==> config.mk <==
export PLATFORM = sky130hd
export DESIGN_NAME = alu_modport_flat
export DESIGN_NICKNAME = d
export VERILOG_FILES = /design/src/rtl/alu_modport_if.sv /design/src/rtl/alu_modport.sv /design/src/flat_wrapper.sv
export SDC_FILE = /design/constraint.sdc
export NUM_CORES = 1
export LEC_CHECK = 0
export BUFFER_PORTS_ARGS = -buffer_cell sky130_fd_sc_hd__buf_2
export CAP_MARGIN = 20
export CORE_MARGIN = 5
export CORE_UTILIZATION = 62
export CTS_CLUSTER_DIAMETER = 50
export DETAILED_ROUTE_END_ITERATION = 10
export HOLD_SLACK_MARGIN = 0.02
export PLACE_DENSITY_LB_ADDON = 0.3
export SYNTH_ARGS = -nofsm -noshare
export SYNTH_HDL_FRONTEND = slang
export SYNTH_SLANG_ARGS = --single-unit
==> constraint.sdc <==
create_clock -name clk -period 1.6 [get_ports clk]
set_input_delay 0.32 -clock clk [delete_from_list [all_inputs] [get_ports clk]]
set_output_delay 0.32 -clock clk [all_outputs]
set_load 0.02 [all_outputs]
==> src/rtl/alu_modport_if.sv <==
// Operand/opcode bundle into the ALU and its registered result (err only with ALU_ERR_EN).
// master drives operands and opcodes; slave returns C (and err).
interface alu_modport_if;
    logic signed [4:0] A;
    logic signed [4:0] B;
    logic              ALU_en;
    logic              a_en;
    logic [2:0]        a_op;
    logic              b_en;
    logic [1:0]        b_op;
    logic signed [5:0] C;
`ifdef ALU_ERR_EN
    logic              err;
`endif

    modport master (
        output A, B, ALU_en, a_en, a_op, b_en, b_op,
`ifdef ALU_ERR_EN
        input  err,
`endif
        input  C
    );

    modport slave (
        input  A, B, ALU_en, a_en, a_op, b_en, b_op,
`ifdef ALU_ERR_EN
        output err,
`endif
        output C
    );
endinterface

==> src/rtl/alu_modport.sv <==
// Two-set 6-bit signed ALU with held result; ALU_ERR_EN adds a registered illegal-opcode flag.
// Latency 1 cycle (C registered); no backpressure, inputs are sampled every edge.
module alu_modport (
    input  logic         clk,
    input  logic         rst_n,
    alu_modport_if.slave bus
);
    logic signed [5:0] a_sx;
    logic signed [5:0] b_sx;
    logic signed [5:0] res;
    logic              upd;

    assign a_sx = {bus.A[4], bus.A};
    assign b_sx = {bus.B[4], bus.B};

    // upd=0 means C holds: disabled, no set selected, or illegal opcode.
    always_comb begin
        res = '0;
        upd = 1'b0;
        if (bus.ALU_en) begin
            unique case ({bus.a_en, bus.b_en})
                2'b10: begin
                    upd = 1'b1;
                    case (bus.a_op)
                        3'd0:    res = a_sx + b_sx;
                        3'd1:    res = a_sx - b_sx;
                        3'd2:    res = a_sx ^ b_sx;
                        3'd3:    res = a_sx & b_sx;
                        3'd4:    res = a_sx & b_sx;
                        3'd5:    res = a_sx | b_sx;
                        3'd6:    res = ~(a_sx ^ b_sx);
                        default: upd = 1'b0;
                    endcase
                end
                2'b01: begin
                    upd = 1'b1;
                    case (bus.b_op)
                        2'd0:    res = ~(a_sx & b_sx);
                        2'd1:    res = a_sx + b_sx;
                        2'd2:    res = a_sx + b_sx;
                        default: upd = 1'b0;
                    endcase
                end
                2'b11: begin
                    upd = 1'b1;
                    case (bus.b_op)
                        2'd0:    res = a_sx ^ b_sx;
                        2'd1:    res = ~(a_sx ^ b_sx);
                        2'd2:    res = a_sx - 6'sd1;
                        default: res = b_sx + 6'sd2;
                    endcase
                end
                default: upd = 1'b0;
            endcase
        end
    end

    always_ff @(posedge clk or negedge rst_n) begin
        if (!rst_n) begin
            bus.C <= '0;
        end else if (upd) begin
            bus.C <= res;
        end
    end

`ifdef ALU_ERR_EN
    logic illegal;

    assign illegal = bus.ALU_en &&
                     (( bus.a_en && !bus.b_en && (bus.a_op == 3'd7)) ||
                      (!bus.a_en &&  bus.b_en && (bus.b_op == 2'd3)));

    always_ff @(posedge clk or negedge rst_n) begin
        if (!rst_n) begin
            bus.err <= 1'b0;
        end else begin
            bus.err <= illegal;
        end
    end
`endif
endmodule

==> src/flat_wrapper.sv <==
// flat-port wrapper written by rule: the top's interface ports become plain ports
module alu_modport_flat 
  (clk, rst_n, bus_A, bus_B, bus_ALU_en, bus_a_en, bus_a_op, bus_b_en, bus_b_op, bus_C);
  alu_modport_if bus_i ();
  input  logic clk;
  input  logic rst_n;
  input wire logic [$bits(bus_i.A)-1:0] bus_A;
  input wire logic [$bits(bus_i.B)-1:0] bus_B;
  input wire logic [$bits(bus_i.ALU_en)-1:0] bus_ALU_en;
  input wire logic [$bits(bus_i.a_en)-1:0] bus_a_en;
  input wire logic [$bits(bus_i.a_op)-1:0] bus_a_op;
  input wire logic [$bits(bus_i.b_en)-1:0] bus_b_en;
  input wire logic [$bits(bus_i.b_op)-1:0] bus_b_op;
  output wire logic [$bits(bus_i.C)-1:0] bus_C;
  assign bus_i.A = bus_A;
  assign bus_i.B = bus_B;
  assign bus_i.ALU_en = bus_ALU_en;
  assign bus_i.a_en = bus_a_en;
  assign bus_i.a_op = bus_a_op;
  assign bus_i.b_en = bus_b_en;
  assign bus_i.b_op = bus_b_op;
  assign bus_C = bus_i.C;
  alu_modport u_core (.clk(clk), .rst_n(rst_n), .bus(bus_i));
endmodule
==> results.cfg, run 1 <==
[synth]
synth_warnings = 0
async_reset_ff_frac = 1.00
synthSimpleGateAreaFrac = 0.231
synth_top_family_by_area = compound AO/OA/AOI/OAI gates
synth_area_leader_cell = ha_1
synth_edf_count = 0
synth_compound_area_frac = 0.283
ys_seq_elements = 6
synth.top_cell.area_share = 0.169
syn_inst = 205
synth_mux_area_frac = 0.0386
synth_xor_area_frac = 0.0564
synth-seq-area-share = 0.0966
synthFlopType = dfrtp_1
synth_area_per_cell_sq_um = 7.58
syn_area_sq_um = 1550
yosys.area_share.adder = 0.195
synth.area.top_cells = ha_1 (17%), dfrtp_1 (9.7%), o21ai_0 (5.2%)
syn-num-nets = 248
synth_cell_types = 55

[clock_network]
ctsLongestPathBuffers = 2
cts_buffers = 3
cts_sinks = 6
cts_root_buf = clkbuf_4
ctsHtreeMaxLevel = 1

[die]
fp.dieW_um = 60.1
initial_core_util = 0.639
io_pins = 26
row_count = 18
die_y_um = 60.1

[placed_design]
gp_congestion = 1.08
dp_hpwl_um = 4590
port_buffers = 25
place_ws_ns = -0.628

[run_status]
haltStage = global routing (5_1_grt)
stop_error = [ERROR GRT-0232] Routing congestion too high. Check the congestion heatmap in the GUI.
status = stopped before the end

[global_route]
gr-usage-all-layers = 0.633
grt_start_max_net_pins = 12
gr-total-overflow = 2

[timing]
crit_endpoint = u_core.bus.C[4]$_DFFE_PN0P_/D
worst-ep-kind = register data pin
-- Yosys cell counts (3+ instances only) --
library cell  count
nor2b_1           6
a211oi_1          3
nor3_1            3
ha_1             21
clkbuf_1          3
a221oi_1          4
o22ai_1           4
a22oi_1           3
nand2_1          17
xor2_1            6
dfrtp_1           6
o211ai_1          3
a21o_1            3
buf_2             3
a31oi_1           3
mux2i_1           6
nand2b_1          8
o21ai_0          16
inv_1            19
nor2_1            7
buf_4             3
xnor2_1           4
nand3_1           4
a21oi_1           9
buf_6             3
-- per-layer routing --
layer,GRT overflow,track usage
met1,0,0.621
met2,0,0.802
met3,0,0.499
met4,2,0.617
met5,0,0.111
-- per-stage QoR --
stage / instances / instance area (sq um)
after global placement: 302 / 2150
after detailed placement: 302 / 2150
after CTS: 308 / 2290
after floorplan: 205 / 1660
-- what timing repair did --
item                                    4_1_cts
cloned                                        0
hold endpoints to repair                      6
pin swaps                                    18
setup buffers                                 2
gates resized for setup                      33
hold buffers                                  1
endpoints found under the setup margin        6
-- logic make-up after synthesis --
kind of cell / Yosys count
multiplexers: 6
buffers and inverters: 31
flip-flops: 6
AND/OR/NAND/NOR: 64
adder cells (fa/ha/maj): 23
XOR/XNOR: 10
AO/OA/AOI/OAI: 65
==> inputs of run 2 (changes only) <==
--- a/config.mk
+++ b/config.mk
@@ -8,11 +8,9 @@
 export BUFFER_PORTS_ARGS = -buffer_cell sky130_fd_sc_hd__buf_2
 export CAP_MARGIN = 20
 export CORE_MARGIN = 5
-export CORE_UTILIZATION = 62
-export CTS_CLUSTER_DIAMETER = 50
+export CORE_UTILIZATION = 40
 export DETAILED_ROUTE_END_ITERATION = 10
-export HOLD_SLACK_MARGIN = 0.02
-export PLACE_DENSITY_LB_ADDON = 0.3
+export PLACE_DENSITY_LB_ADDON = 0.15
 export SYNTH_ARGS = -nofsm -noshare
 export SYNTH_HDL_FRONTEND = slang
 export SYNTH_SLANG_ARGS = --single-unit
==> run 2 against run 1 <==
Against the previous run: the flow now finishes, with violations (setup timing); synthesized cell count did not move; area after synthesis did not move.
==> results.cfg, run 2 <==
[run_status]
status = finished with violations
violations = setup timing

[cells_and_area]
areaGrowthSynthToFinish_pct = 59.8
antenna_cells = 0
largest-register = u_core.bus.C
reg.largest.list = u_core.bus.C (6)
final_area_sq_um = 2480
final_common_cell = buf_4
largest_register_ffs = 6
drive_gt1_frac = 0.481
fin_nets = 332
layout_common_cells = buf_4 (62), buf_2 (19), nand2_1 (17)
fillers = 321

[drt]
final_antenna_net_count = 0
drc = 0
firstDrtPassIters = 4
drt_iter0_drc = 139
via_per_inst = 5.42
dr_total_vias = 1816
routed_wl_um = 5330
wl_per_cell_um = 15.9

[clock_network]
cts_root_buf = clkbuf_8
cts_sinks = 6
clock_latency_ns = 0.23
ctsHtreeMaxLevel = 1
cts_buffers = 3
ctsLongestPathBuffers = 2
cts_tree = done
clk_pin_slew_ns = 0.04

[timing]
rsz0062_at_grt = true
clock-skew-final_ns = 0
slew-limit-headroom = 0.750
fmax_ghz = 0.542
tightest_slew_ns = 0.375
drv_slew = 0
worst_slack_ns = -0.246
hold_viol = 0
setup_violations = 5
period_needed_ns = 1.85
fin_crit_sh = 1.15

[synth]
yosys.cell_count.top_type = ha_1
synth.area.top_cells = ha_1 (17%), dfrtp_1 (9.7%), o21ai_0 (5.2%)
syn-num-nets = 248
synth_common_cells = ha_1 (21), inv_1 (19), nand2_1 (17)
async_reset_ff_frac = 1.00
synth_warnings = 0
synth.top_cell.area_share = 0.169
synthFlopType = dfrtp_1
syn_inst = 205
synth_cell_types = 55
synth_area_leader_cell = ha_1
synth-seq-area-share = 0.0966
synth_edf_count = 0
syn_area_sq_um = 1550
synth_area_per_cell_sq_um = 7.58
ys_seq_elements = 6

[critical_path]
regToRegSetupSlack_ns = 0.79
reg2reg_to = u_core.bus.C[4]$_DFFE_PN0P_
critPathRequiredTime_ns = 1.70
r2r-start = u_core.bus.C[4]$_DFFE_PN0P_
end_kind = flop
start_kind = input port
worstSetupPathType = input port to flop
rr_worst_depth = 2
crit_path_max_fanout = 3
crit_arrival_ns = 1.95

[pwr]
power.leakage_nw = 1.15
power.density_nw_per_um2 = 483
ir_drop_mv = 0.248
power_mw = 1.20

[die]
io_pins = 26
dieArea_sq_um = 5230
row_count = 22
initial_core_util = 0.418
die_y_um = 72.3
fp.dieW_um = 72.3
core_area_sq_um = 3720

[global_route]
antenna_found_initial = 0
grt_start_max_net_pins = 14
grt_pass1_wl_um = 8810
grt_pass1_vias = 1833
gr-usage-all-layers = 0.211
gr-total-overflow = 0

[placed_design]
dp_hpwl_um = 4190
port_buffers = 25
gp_congestion = 1.01
postPlaceCellArea_sq_um = 2220

[min_path]
hold_path.class = input port to asynchronous set/reset pin

[run]
drv_cap = 0
[run 2: critical path, stage by stage]
cell and delay [ns]:
buf_8 0.11, ha_4 0.15, fa_2 0.35, a21o_1 0.18, a21oi_2 0.17, o22ai_2 0.11, mux2i_1 0.16, o21ai_1 0.10
o41a_1 0.30
[run 2: timing repair]
action,4_1_cts,5_1_grt
resized for setup,36,23
setup endpoints to repair,6,6
pin swaps,22,19
hold buffers,1,0
endpoints found under the hold margin,6,0
buffers inserted,3,2
[run 2: routing by layer]
layer	GRT usage	vias up	wire length [um]
li1	-	913	-
met1	0.288	819	2380
met2	0.357	75	2520
met3	0.0208	9	349
met4	0.0438	0	73
met5	0	-	0
[run 2: through the flow]
step / hold slack, ns / TNS [ns] / std cells / util / setup slack (ns)
floorplan: 0.0244 / -0.761 / 205 / - / -0.303
global placement: 0.149 / -2.65 / 327 / 0.598 / -0.522
detailed placement: 0.150 / -2.80 / 327 / 0.598 / -0.602
CTS: 0.449 / -0.858 / 334 / 0.651 / -0.261
global route: 0.490 / -1.14 / 335 / 0.668 / -0.316
finish: 0.467 / -0.778 / 335 / 0.668 / -0.246
[run 2: worst max-delay path by stage]
stage / startpoint / to / slack [ns] / cells past startpoint
4_1_cts: bus_B[0] / u_core.bus.C[4]$_DFFE_PN0P_ / -0.26 / 9
3_5_place_dp: bus_A[0] / u_core.bus.C[4]$_DFFE_PN0P_ / -0.60 / 11
3_3_place_gp: bus_A[0] / u_core.bus.C[4]$_DFFE_PN0P_ / -0.52 / 11
5_1_grt: bus_A[0] / u_core.bus.C[4]$_DFFE_PN0P_ / -0.32 / 11
2_1_floorplan: bus_B[0] / u_core.bus.C[4]$_DFFE_PN0P_ / -0.30 / 7
6_report: bus_B[0] / u_core.bus.C[4]$_DFFE_PN0P_ / -0.25 / 9
[run 2: logic make-up (layout without fill, tap and decap cells)]
| family | after synthesis | in the layout | share of synthesized area |
|---|---|---|---|
| compound gates | 65 | 65 | 0.283 |
| xor+xnor | 10 | 10 | 0.0564 |
| fa+ha+maj | 23 | 23 | 0.195 |
| buf+inv | 31 | 113 | 0.0990 |
| flops | 6 | 6 | 0.0966 |
| mux | 6 | 6 | 0.0386 |
| simple gates | 64 | 64 | 0.231 |
[run 2: layout make-up]
type | instances | area (sq um) | share of cell area
clock buffers | 3 | 41.3 | 0.0166
well taps | 48 | 60.1 | 0.0242
multi-input cells | 168 | 1440 | 0.578
flip-flops and latches | 6 | 150 | 0.0605
repair buffers | 91 | 692 | 0.279
inverters | 19 | 105 | 0.0423
[run 2: report_power, final]
group	internal (mW)	total [mW]	switching, mW
combinational	0.385	0.777	0.393
clock	0.162	0.231	0.0690
sequential	0.179	0.192	0.0129
No activity file was read; power rests on OpenSTA's default activity.
==> inputs of run 3 (changes only) <==
--- a/config.mk
+++ b/config.mk
@@ -11,6 +11,7 @@
 export CORE_UTILIZATION = 40
 export DETAILED_ROUTE_END_ITERATION = 10
 export PLACE_DENSITY_LB_ADDON = 0.15
+export REMOVE_ABC_BUFFERS = 1
 export SYNTH_ARGS = -nofsm -noshare
 export SYNTH_HDL_FRONTEND = slang
 export SYNTH_SLANG_ARGS = --single-unit
==> run 3 against run 2 <==
Against the previous run: non-clock buffer count increased by 12; the run still ends with setup timing left; highest routed layer unchanged; design area is 3.3% higher; worst hold slack lost 0.018 ns; power grew 0.95%; via count rose by 3.2%; utilization is 2.2 points higher; cell count grew 3.6%; maximum frequency shrank 4.2%; global-route usage grew 0.36 points.
==> results.cfg, run 3 (same netlist as run 2, synthesis figures left out) <==
[critical_path]
crit_path_max_fanout = 3
worstSetupPathType = input port to flop
end_kind = flop
start_kind = input port
crit_arrival_ns = 2.03
critPathRequiredTime_ns = 1.70

[timing]
period_needed_ns = 1.93
drv_slew = 0
rsz0062_at_grt = true
clock-skew-final_ns = 0
worst_slack_ns = -0.328
fin_crit_sh = 1.20
hold_viol = 0
slew-limit-headroom = 0.792
fmax_ghz = 0.519
tightest_slew_ns = 0.311
final.setup.tns_ns = -0.991
setup_violations = 5

[placed_design]
place_ws_ns = -0.765
port_buffers = 25
place_inst = 338
gp_congestion = 0.892
dp_hpwl_um = 4400

[drt]
drt_iter0_drc = 146
routed_wl_um = 5430
via_per_inst = 5.40
firstDrtPassIters = 4
wl_per_cell_um = 15.7
drc = 0
dr_total_vias = 1875
final_antenna_net_count = 0

[clock_network]
cts_root_buf = clkbuf_8
ctsLongestPathBuffers = 2
cts_buffers = 3
cts_tree = done
clock_latency_ns = 0.22
ctsHtreeMaxLevel = 1
cts_sinks = 6
clk_pin_slew_ns = 0.04

[cells_and_area]
largest_register_ffs = 6
final_util = 0.690
register_area_sq_um = 150
reg.largest.list = u_core.bus.C (6)
drive_gt1_frac = 0.492
fin_nets = 344
multi_input_area_sq_um = 1430
finalNonFillerCells = 347
fillers = 294
layout_common_cells = buf_4 (72), buf_2 (19), nand2_1 (17)
areaGrowthSynthToFinish_pct = 65.1
largest-register = u_core.bus.C
final_common_cell = buf_4
antenna_cells = 0

[global_route]
gr-total-overflow = 0
grt_pass1_wl_um = 8830
gr-usage-all-layers = 0.214
grt_pass1_vias = 1909
antenna_found_initial = 0
grt_start_max_net_pins = 12

[min_path]
hold_path.class = input port to asynchronous set/reset pin

[pwr]
ir_drop_mv = 0.379
power_mw = 1.21
power.leakage_nw = 1.21
power.density_nw_per_um2 = 472

[die]
dieArea_sq_um = 5230
io_pins = 26
initial_core_util = 0.418
core_area_sq_um = 3720
row_count = 22
die_y_um = 72.3
fp.dieW_um = 72.3

[run_status]
status = finished with violations
violations = setup timing

[run]
drv_cap = 0
[run 3: cell count changes in the layout (fill, tap and decap cells not counted), moves of 2 or more]
cell,delta
buf_12,+2
buf_4,+10
buf_6,+2
buf_8,-2
ha_4,+2
inv_2,+3
o21ai_0,+4
o21ai_1,-2
o21ai_2,-2
[run 3: worst paths after layout]
check | startpoint | end | slack (ns) | depth (start not counted)
max | bus_A[0] | u_core.bus.C[4]$_DFFE_PN0P_ | -0.33 | 11
max reg2reg | u_core.bus.C[4]$_DFFE_PN0P_ | u_core.bus.C[4]$_DFFE_PN0P_ | 0.78 | 2
min | rst_n | u_core.bus.C[2]$_DFFE_PN0P_ | 0.45 | 2
min in group clk | u_core.bus.C[1]$_DFFE_PN0P_ | u_core.bus.C[1]$_DFFE_PN0P_ | 0.47 | 1
min reg2reg | u_core.bus.C[1]$_DFFE_PN0P_ | u_core.bus.C[1]$_DFFE_PN0P_ | 0.47 | 1
max in group asynchronous | rst_n | u_core.bus.C[1]$_DFFE_PN0P_ | 1.00 | 2
[run 3: stage by stage]
stage / area [sq um] / hold slack (ns)
after global placement: 2220 / 0.147
after floorplan: 1470 / 0.0244
after CTS: 2520 / 0.456
after global routing: 2560 / 0.469
final: 2560 / 0.449
after detailed placement: 2220 / 0.150
[run 3: worst max-delay path, cell delays in order]
cell and delay (ns):
buf_12 0.11, inv_6 0.06, ha_4 0.13, inv_2 0.04, fa_2 0.36, nand2b_4 0.08, a21oi_2 0.05, o22ai_2 0.19
mux2i_1 0.20, o21ai_1 0.09, o41a_1 0.40
[run 3: layer usage]
metal,GRT usage,part of all wire
met5,0,0
met4,0.0438,0.023
met3,0.0291,0.064
met2,0.381,0.48
met1,0.274,0.43
[run 3: report_power, final]
| part | total, mW | internal, mW | switching [mW] | leakage, nW |
|---|---|---|---|---|
| clock | 0.227 | 0.162 | 0.0651 | 0.0216 |
| sequential | 0.191 | 0.179 | 0.0121 | 0.0741 |
| combinational | 0.794 | 0.406 | 0.388 | 1.11 |
[run 3: layout make-up]
class                           instances  share of cell area
Timing Repair Buffer                  103               0.312
Multi-Input combinational cell        168               0.558
Tap cell                               48              0.0234
Sequential cell                         6              0.0585
Clock buffer                            3              0.0161
Inverter                               19              0.0327
[run 3: repair_timing]
item | CTS | global route
endpoints found under the setup margin | 6 | 6
gates resized for setup | 59 | 14
cloned | 0 | 0
pin swaps | 26 | 17
endpoints found under the hold margin | 6 | 0
buffers inserted | 4 | 1
hold buffers | 1 | 0
==> inputs of run 4 (changes only) <==
--- a/config.mk
+++ b/config.mk
@@ -7,8 +7,9 @@
 export LEC_CHECK = 0
 export BUFFER_PORTS_ARGS = -buffer_cell sky130_fd_sc_hd__buf_2
 export CAP_MARGIN = 20
-export CORE_MARGIN = 5
-export CORE_UTILIZATION = 40
+export CELL_PAD_IN_SITES_DETAIL_PLACEMENT = 1
+export CELL_PAD_IN_SITES_GLOBAL_PLACEMENT = 1
+export CORE_UTILIZATION = 25
 export DETAILED_ROUTE_END_ITERATION = 10
 export PLACE_DENSITY_LB_ADDON = 0.15
 export REMOVE_ABC_BUFFERS = 1
==> run 4 against run 3 <==
Against the previous run: the run still ends with setup timing left; clock-buffer cell count unchanged; clock skew unchanged; setup slack got worse by 0.060 ns; wire length increased by 15%; non-clock buffer count unchanged; maximum frequency decreased by 3.0%; via count increased by 3.4%; register-to-register slack about the same; power increased by 2.8%; sequential power about the same; die area increased by 25%; highest routed layer unchanged.
==> results.cfg, run 4 (same netlist as run 2, synthesis figures left out) <==
[drt]
dr_total_vias = 1938
final_antenna_net_count = 0
wl_per_cell_um = 16.6
routed_wl_um = 6220
via_per_inst = 5.18
drc = 0
drt_iter0_drc = 83
firstDrtPassIters = 4

[placed_design]
port_buffers = 25
postPlaceCellArea_sq_um = 2210
place_inst = 360
place_ws_ns = -0.768
gp_congestion = 0.806
dp_hpwl_um = 5040

[timing]
fin_crit_sh = 1.24
whs_ns = 0.454
drv_slew = 0
tightest_slew_ns = 0.412
setup_violations = 5
hold_viol = 0
period_needed_ns = 1.99
rsz0062_at_grt = true
clock-skew-final_ns = 0
slew-limit-headroom = 0.726
fmax_ghz = 0.503
worst_slack_ns = -0.388
final.setup.tns_ns = -1.08

[global_route]
grt_pass1_vias = 1994
gr-usage-all-layers = 0.200
grt_start_max_net_pins = 15
grt_pass1_wl_um = 9940
antenna_found_initial = 0
gr-total-overflow = 0

[run_status]
violations = setup timing
status = finished with violations

[die]
row_count = 28
core_area_sq_um = 5960
dieArea_sq_um = 6540
io_pins = 26
die_y_um = 80.8
initial_core_util = 0.261
fp.dieW_um = 80.8

[cells_and_area]
antenna_cells = 0
drive_gt1_frac = 0.492
register_area_sq_um = 150
finalNonFillerCells = 374
fillers = 727
layout_common_cells = buf_4 (69), nand2_1 (17), buf_2 (17)
fin_nets = 344
final_area_sq_um = 2670
reg.largest.list = u_core.bus.C (6)
final_common_cell = buf_4
multi_input_area_sq_um = 1470
largest-register = u_core.bus.C
largest_register_ffs = 6
areaGrowthSynthToFinish_pct = 71.5
final_util = 0.447

[clock_network]
cts_root_buf = clkbuf_8
ctsLongestPathBuffers = 2
ctsHtreeMaxLevel = 1
cts_sinks = 6
cts_tree = done
clock_latency_ns = 0.22
clk_pin_slew_ns = 0.03
cts_buffers = 3

[pwr]
ir_drop_mv = 0.305
netSwitchingPower_uw = 482
combPwrFrac = 0.670
power_mw = 1.25
internal_power_uw = 764
clkPwrFrac = 0.177
power.share.switching = 0.387
power.leakage_nw = 1.22
power.density_nw_per_um2 = 468
seqPwrFrac = 0.153

[critical_path]
crit_arrival_ns = 2.08
start_kind = input port
end_kind = flop
worstSetupPathType = input port to flop
critPathRequiredTime_ns = 1.69
crit_path_max_fanout = 3

[min_path]
hold_path.class = input port to asynchronous set/reset pin

[run]
drv_cap = 0
## run 4: metal layers
metal	GRT usage	wire, um
met4	0.0179	57
met3	0.0213	183
met5	0	0
met2	0.374	3210
met1	0.254	2770
## run 4: final cells by class
cell class / instances / share of cell area
Clock buffer: 3 / 0.0155
Inverter: 19 / 0.0324
Sequential cell: 6 / 0.0563
Tap cell: 75 / 0.0352
Multi-Input combinational cell: 168 / 0.550
Timing Repair Buffer: 103 / 0.310
## run 4: power by group through the flow
stage,Clock (mW),Sequential (mW),Combinational [mW]
final,0.221,0.191,0.834
after floorplan,0,0.227,0.298
after detailed placement,0,0.193,0.675
after global placement,0,0.192,0.665
after CTS,0.230,0.191,0.800
after global routing,0.240,0.194,0.908
## run 4: final timing paths
path	from	to	depth (start not counted)	slack, ns
min in group clk	u_core.bus.C[0]$_DFFE_PN0P_	u_core.bus.C[0]$_DFFE_PN0P_	2	0.47
worst max register to register	u_core.bus.C[4]$_DFFE_PN0P_	u_core.bus.C[4]$_DFFE_PN0P_	2	0.79
max in group asynchronous	rst_n	u_core.bus.C[3]$_DFFE_PN0P_	2	1.00
worst min-delay path	rst_n	u_core.bus.C[0]$_DFFE_PN0P_	2	0.45
worst min register to register	u_core.bus.C[0]$_DFFE_PN0P_	u_core.bus.C[0]$_DFFE_PN0P_	2	0.47
worst max-delay path	bus_A[0]	u_core.bus.C[4]$_DFFE_PN0P_	9	-0.39
## run 4: what timing repair did
| item | 4_1_cts | 5_1_grt |
|---|---|---|
| pin swaps | 31 | 17 |
| buffers inserted | 6 | 4 |
| gates resized for setup | 71 | 12 |
| hold endpoints to repair | 6 | 0 |
| endpoints found under the setup margin | 6 | 6 |
| hold buffers | 1 | 0 |
## run 4: worst max-delay path, cell delays in order
cell,delay (ns)
buf_8,0.10
ha_4,0.15
fa_2,0.35
a21o_1,0.19
a21oi_2,0.19
buf_4,0.14
xor2_1,0.14
o21ai_1,0.07
o41a_1,0.41
